[src/rtl/priority_decoder_3to8_seq_if.sv]
// Request/strobe link between the priority encoder and the 3-to-8 strobe decoder.
// The master side drives the encoded request; the slave side returns strobe and status.
interface priority_decoder_3to8_seq_if;
    logic [2:0] in;
    logic       valid;
    logic [7:0] out;
    logic       out_valid;
    logic [7:0] pending;
    logic       busy;
    logic       overflow;

    modport master (
        output in,
        output valid,
        input  out,
        input  out_valid,
        input  pending,
        input  busy,
        input  overflow
    );

    modport slave (
        input  in,
        input  valid,
        output out,
        output out_valid,
        output pending,
        output busy,
        output overflow
    );
endinterface

[src/rtl/priority_decoder_3to8_seq.sv]
// Receive side of the priority-encoded request link: decodes a 3-bit index into a timed
// one-hot strobe, queueing requests that arrive while busy and serving the highest index first.
module priority_decoder_3to8_seq #(
    parameter int PULSE_LEN = 4,
    parameter int GAP_LEN   = 1
) (
    input  logic                          clk,
    input  logic                          rst_n,
    priority_decoder_3to8_seq_if.slave    bus
);

    localparam int MAX_LEN = (PULSE_LEN > GAP_LEN) ? PULSE_LEN : GAP_LEN;
    localparam int CW      = (MAX_LEN > 1) ? $clog2(MAX_LEN) : 1;

    typedef enum logic [1:0] {
        IDLE   = 2'd0,
        ACTIVE = 2'd1,
        GAP    = 2'd2
    } state_t;

    state_t        state_r;
    state_t        state_nxt_s;
    logic [CW-1:0] cnt_r;
    logic [CW-1:0] cnt_nxt_s;
    logic [7:0]    pending_r;
    logic [7:0]    pending_nxt_s;
    logic [7:0]    out_r;
    logic [7:0]    out_nxt_s;
    logic          out_valid_r;
    logic          out_valid_nxt_s;
    logic          overflow_r;
    logic          overflow_nxt_s;
    logic          busy_r;
    logic          busy_nxt_s;
    logic          launch_s;
    logic [2:0]    launch_idx_s;
    logic [7:0]    launch_mask_s;
    logic [7:0]    set_mask_s;
    logic [7:0]    clear_mask_s;

    // Index of the most significant set bit; same priority order as the encoder.
    function automatic logic [2:0] highest_idx(input logic [7:0] v);
        logic [2:0] idx;
        idx = 3'd0;
        for (int i = 0; i < 8; i++) begin
            if (v[i]) begin
                idx = 3'(i);
            end else begin
                idx = idx;
            end
        end
        return idx;
    endfunction

    // State, counter and pending bitmap registers.
    always_ff @(posedge clk) begin
        if (!rst_n) begin
            state_r   <= IDLE;
            cnt_r     <= {CW{1'b0}};
            pending_r <= 8'd0;
        end else begin
            state_r   <= state_nxt_s;
            cnt_r     <= cnt_nxt_s;
            pending_r <= pending_nxt_s;
        end
    end

    // Next-state logic: strobe phase, gap phase and launch decision.
    always_comb begin
        state_nxt_s = state_r;
        cnt_nxt_s   = cnt_r;
        launch_s    = 1'b0;
        case (state_r)
            IDLE: begin
                if (pending_r != 8'd0) begin
                    launch_s    = 1'b1;
                    state_nxt_s = ACTIVE;
                    cnt_nxt_s   = CW'(PULSE_LEN - 1);
                end else begin
                    state_nxt_s = IDLE;
                end
            end
            ACTIVE: begin
                if (cnt_r != {CW{1'b0}}) begin
                    cnt_nxt_s = cnt_r - {{(CW-1){1'b0}}, 1'b1};
                end else begin
                    state_nxt_s = GAP;
                    cnt_nxt_s   = CW'(GAP_LEN - 1);
                end
            end
            GAP: begin
                if (cnt_r != {CW{1'b0}}) begin
                    cnt_nxt_s = cnt_r - {{(CW-1){1'b0}}, 1'b1};
                end else if (pending_r != 8'd0) begin
                    launch_s    = 1'b1;
                    state_nxt_s = ACTIVE;
                    cnt_nxt_s   = CW'(PULSE_LEN - 1);
                end else begin
                    state_nxt_s = IDLE;
                    cnt_nxt_s   = {CW{1'b0}};
                end
            end
            default: begin
                state_nxt_s = IDLE;
                cnt_nxt_s   = {CW{1'b0}};
            end
        endcase
    end

    // Output/datapath logic. A request landing on the bit being launched is re-queued
    // rather than flagged, so set wins over clear without raising overflow.
    always_comb begin
        launch_idx_s  = highest_idx(pending_r);
        launch_mask_s = 8'd1 << launch_idx_s;
        if (launch_s) begin
            clear_mask_s = launch_mask_s;
        end else begin
            clear_mask_s = 8'd0;
        end
        if (bus.valid) begin
            set_mask_s = 8'd1 << bus.in;
        end else begin
            set_mask_s = 8'd0;
        end
        pending_nxt_s  = (pending_r & ~clear_mask_s) | set_mask_s;
        overflow_nxt_s = |(set_mask_s & pending_r & ~clear_mask_s);
        if (launch_s) begin
            out_nxt_s = launch_mask_s;
        end else if (state_nxt_s == ACTIVE) begin
            out_nxt_s = out_r;
        end else begin
            out_nxt_s = 8'd0;
        end
        out_valid_nxt_s = (state_nxt_s == ACTIVE);
        busy_nxt_s      = (state_nxt_s != IDLE);
    end

    // Registered outputs.
    always_ff @(posedge clk) begin
        if (!rst_n) begin
            out_r       <= 8'd0;
            out_valid_r <= 1'b0;
            overflow_r  <= 1'b0;
            busy_r      <= 1'b0;
        end else begin
            out_r       <= out_nxt_s;
            out_valid_r <= out_valid_nxt_s;
            overflow_r  <= overflow_nxt_s;
            busy_r      <= busy_nxt_s;
        end
    end

    assign bus.out       = out_r;
    assign bus.out_valid = out_valid_r;
    assign bus.pending   = pending_r;
    assign bus.busy      = busy_r;
    assign bus.overflow  = overflow_r;

endmodule
[src/flat_wrapper.sv]
// flat-port wrapper written by rule: the top's interface ports become plain ports
module priority_decoder_3to8_seq_flat 
#(
    parameter int PULSE_LEN = 4,
    parameter int GAP_LEN   = 1
)
  (clk, rst_n, bus_in, bus_valid, bus_out, bus_out_valid, bus_pending, bus_busy, bus_overflow);
  priority_decoder_3to8_seq_if bus_i ();
  input  logic clk;
  input  logic rst_n;
  input wire logic [$bits(bus_i.in)-1:0] bus_in;
  input wire logic [$bits(bus_i.valid)-1:0] bus_valid;
  output wire logic [$bits(bus_i.out)-1:0] bus_out;
  output wire logic [$bits(bus_i.out_valid)-1:0] bus_out_valid;
  output wire logic [$bits(bus_i.pending)-1:0] bus_pending;
  output wire logic [$bits(bus_i.busy)-1:0] bus_busy;
  output wire logic [$bits(bus_i.overflow)-1:0] bus_overflow;
  assign bus_i.in = bus_in;
  assign bus_i.valid = bus_valid;
  assign bus_out = bus_i.out;
  assign bus_out_valid = bus_i.out_valid;
  assign bus_pending = bus_i.pending;
  assign bus_busy = bus_i.busy;
  assign bus_overflow = bus_i.overflow;
  priority_decoder_3to8_seq #(.PULSE_LEN(PULSE_LEN), .GAP_LEN(GAP_LEN)) u_core (.clk(clk), .rst_n(rst_n), .bus(bus_i));
endmodule
[config.mk]
export PLATFORM = sky130hd
export DESIGN_NAME = priority_decoder_3to8_seq_flat
export DESIGN_NICKNAME = d
export VERILOG_FILES = /design/src/rtl/priority_decoder_3to8_seq_if.sv /design/src/rtl/priority_decoder_3to8_seq.sv /design/src/flat_wrapper.sv
export SDC_FILE = /design/constraint.sdc
export NUM_CORES = 1
export LEC_CHECK = 0
export CORE_ASPECT_RATIO = 0.8
export CORE_UTILIZATION = 35
export CTS_CLUSTER_DIAMETER = 80
export DETAILED_ROUTE_END_ITERATION = 6
export SLEW_MARGIN = 10
export SYNTH_ARGS = -nofsm -noshare
export SYNTH_HDL_FRONTEND = slang
export SYNTH_SLANG_ARGS = --single-unit
[constraint.sdc]
create_clock -name clk -period 2.2 [get_ports clk]
set_clock_uncertainty 0.05 [all_clocks]
set_input_delay 0.44 -clock clk [delete_from_list [all_inputs] [get_ports clk]]
set_output_delay 0.44 -clock clk [all_outputs]
set_load 0.05 [all_outputs]
==> results.json <==
{
  "power_leakage_nw": 0.543,
  "cts_tree": "yes",
  "numPortBuffers": 24,
  "hold_ws_ns": 0.412,
  "finalSetupViolCount": 0,
  "synth_cell_types": 36,
  "die_x_um": 66.4,
  "io_pins": 25,
  "endpoint_kind": "output port",
  "cts.sinks": 23,
  "r2r-end": "u_core.bus.overflow",
  "die_area_sq_mm": 0.00356,
  "status": "complete, no violations",
  "rsz0062_at_grt": "no",
  "ant_nets": 0,
  "die_h_um": 53.5,
  "synth_top_area_frac": 0.396,
  "syn_nets": 140,
  "grt_start_max_net_pins": 14,
  "async_flop_share": 0,
  "cp.required_ns": 1.71,
  "place.gp.congestion": 0.835,
  "core.rowCount": 18,
  "num_vias": 1089,
  "drive_above_1_share": 0.118,
  "synth_seq_area_share": 0.396,
  "hpwlAfterDp_mm": 2.19,
  "overflow": 0,
  "clk_path_buf_depth": 2,
  "slew_violations": 0,
  "routed_wl_mm": 2.91,
  "highest_layer": "met4",
  "cts_resized": 0,
  "wl_met2_mm": 1.24,
  "final_core_util": 0.481,
  "drc_errors": 0,
  "numCtsBuffers": 3,
  "syn_avg_cell_area_sq_um": 8.67,
  "grt_antenna_before_repair": 0,
  "ys_top_cells_by_count": "dfxtp_1 (23), nor2b_1 (15), nand2_1 (13)",
  "yosys_most_used_dff": "dfxtp_1",
  "viasPerCell": 5.42,
  "yosys.area.top_type": "dfxtp_1",
  "grt.total_usage": 0.184,
  "whs_path_depth": 2,
  "yosys_warnings": 0,
  "criticalPathCategory": "flip-flop to output port",
  "grt_pass1_vias": 983,
  "start_kind": "flip-flop",
  "min_period_ns": 2.10,
  "synthTopCellsByArea": "dfxtp_1 (40%), nor2b_1 (8.1%), a22oi_1 (5.2%)",
  "slew_headroom": 0.646,
  "postCtsSetupRepairBufs": 0,
  "critPathMaxFanout": 7,
  "place_ws_ns": 0.149,
  "areaGrowthSynthToFinish_pct": 29.6,
  "reg2reg_slack_ns": 0.25,
  "cpLargestDelayFamily": "buffers and inverters",
  "synth_edf_count": 0,
  "power_density_mw_per_mm2": 633,
  "fin_crit_sh": 0.953,
  "wl_met1_mm": 1.43,
  "wl_per_cell_um": 14.5,
  "cap_violations": 0,
  "clkLatencyLatePin_ns": 0.26,
  "grt_first_pass_wirelength_mm": 4.79,
  "syn_area_sq_mm": 0.00116,
  "drt_pass1_iterations": 4,
  "peakVddDrop_mv": 0.346,
  "post-route-worst-setup-slack_ns": 0.104,
  "cts.clk_slew.worst_paths_ns": 0.08,
  "hold_end": "u_core.bus.out[1]",
  "core_region_area_sq_mm": 0.00313,
  "synth.ff_latch_count": 23,
  "worstRegToRegCells": 5,
  "tns_ns": 0,
  "htree_num_levels": 1,
  "drt-initial-drc-count": 97,
  "critical_path_buf_inv_count": 1,
  "hold_start": "u_core.bus.out[1]",
  "hold_buffers": 0,
  "cts-root-buf": "clkbuf_8",
  "initial_core_util": 0.371,
  "hold_violations": 0,
  "yosysMostFrequentCell": "dfxtp_1",
  "synth_cells": 134,
  "met3_length_um": 186,
  "arrival_ns": 1.61,
  "fin_nets": 168,
  "worst_pin_slew_ns": 0.530,
  "crit_chain": "clkdlybuf4s50_1",
  "slowest_delay_ns": 0.86,
  "slowest_stage": "clkdlybuf4s50_1",
  "hold_class": "flip-flop to flip-flop",
  "r2r-start": "u_core.bus.pending[6]",
  "antennaDiodeCount": 0,
  "max_freq_mhz": 477
}
==> flip-flops by register name (all words and copies together) (netlist names) <==
name,count
u_core.bus.busy,1
u_core.bus.pending,8
u_core.cnt_r,2
u_core.bus.out_valid,1
u_core.bus.out,8
u_core.state_r,2
u_core.bus.overflow,1
==> cells in the final DEF, fill, tap and decap left out, drive strengths merged, types with 2 or more instances in the layout <==
master         synthesis  routed
o21ai                  7       7
a21oi                  8       8
a22oi                  8       8
nor2                   9       9
inv                    4       4
nand4                  4       4
nor4                   2       2
o2111ai                3       3
nand2b                 2       2
clkdlybuf4s50          0      21
or4                    3       3
dfxtp                 23      23
a32oi                  2       2
nand2                 13      13
nor2b                 15      15
nor3                   2       2
a21boi                 7       7
clkbuf                 7       4
buf                    2      11
==> per-stage QoR <==
step / instances / power, mW / cell area (sq um)
2_1_floorplan: 134 / 0.634 / 1160
3_3_place_gp: 197 / 0.702 / 1460
3_5_place_dp: 197 / 0.705 / 1460
4_1_cts: 201 / 0.964 / 1510
5_1_grt: 201 / 1.01 / 1510
6_report: 201 / 0.953 / 1510
==> per-layer routing <==
layer  vias to the layer above  track usage
li1                        540            -
met1                       517        0.266
met2                        28        0.264
met3                         4       0.0487
met4                         0       0.0638
met5                         -            0
==> worst max-delay path by stage <==
stage                               start  cells after the start             endpoint  slack [ns]
global route        u_core.bus.pending[3]                      1       bus_pending[3]        0.03
CTS                 u_core.bus.pending[3]                      1       bus_pending[3]        0.09
floorplan           u_core.bus.pending[6]                      6  u_core.bus.overflow        0.09
finish              u_core.bus.pending[3]                      1       bus_pending[3]        0.10
global placement                bus_in[0]                      5  u_core.bus.overflow        0.23
detailed placement              bus_valid                      5  u_core.bus.overflow        0.15
==> area by class of cell <==
type | instances | area [sq um]
fill | 320 | 1620
multi-input combinational | 98 | 643
sequential | 23 | 460
timing repair buffer | 32 | 293
inverter | 4 | 15.0
clock buffer | 4 | 45.0
tap | 40 | 50.0
==> logic make-up (layout without fill, tap and decap cells) <==
group	count (synthesis)	after routing	synth area share
buffers and inverters	13	40	0.0506
muxes	1	1	0.00861
and+or+nand+nor	54	54	0.266
AOI/OAI and AO/OA	42	42	0.271
xor gates and xnor gates	1	1	0.00754
DFF	23	23	0.396
==> power breakdown <==
group	internal, mW	leakage [nW]	switching [mW]	total [mW]
Sequential	0.440	0.187	0.0290	0.469
Combinational	0.0878	0.333	0.140	0.228
Clock	0.129	0.0228	0.128	0.257
Total	0.657	0.543	0.297	0.953
(Power assumes the default switching activity.)
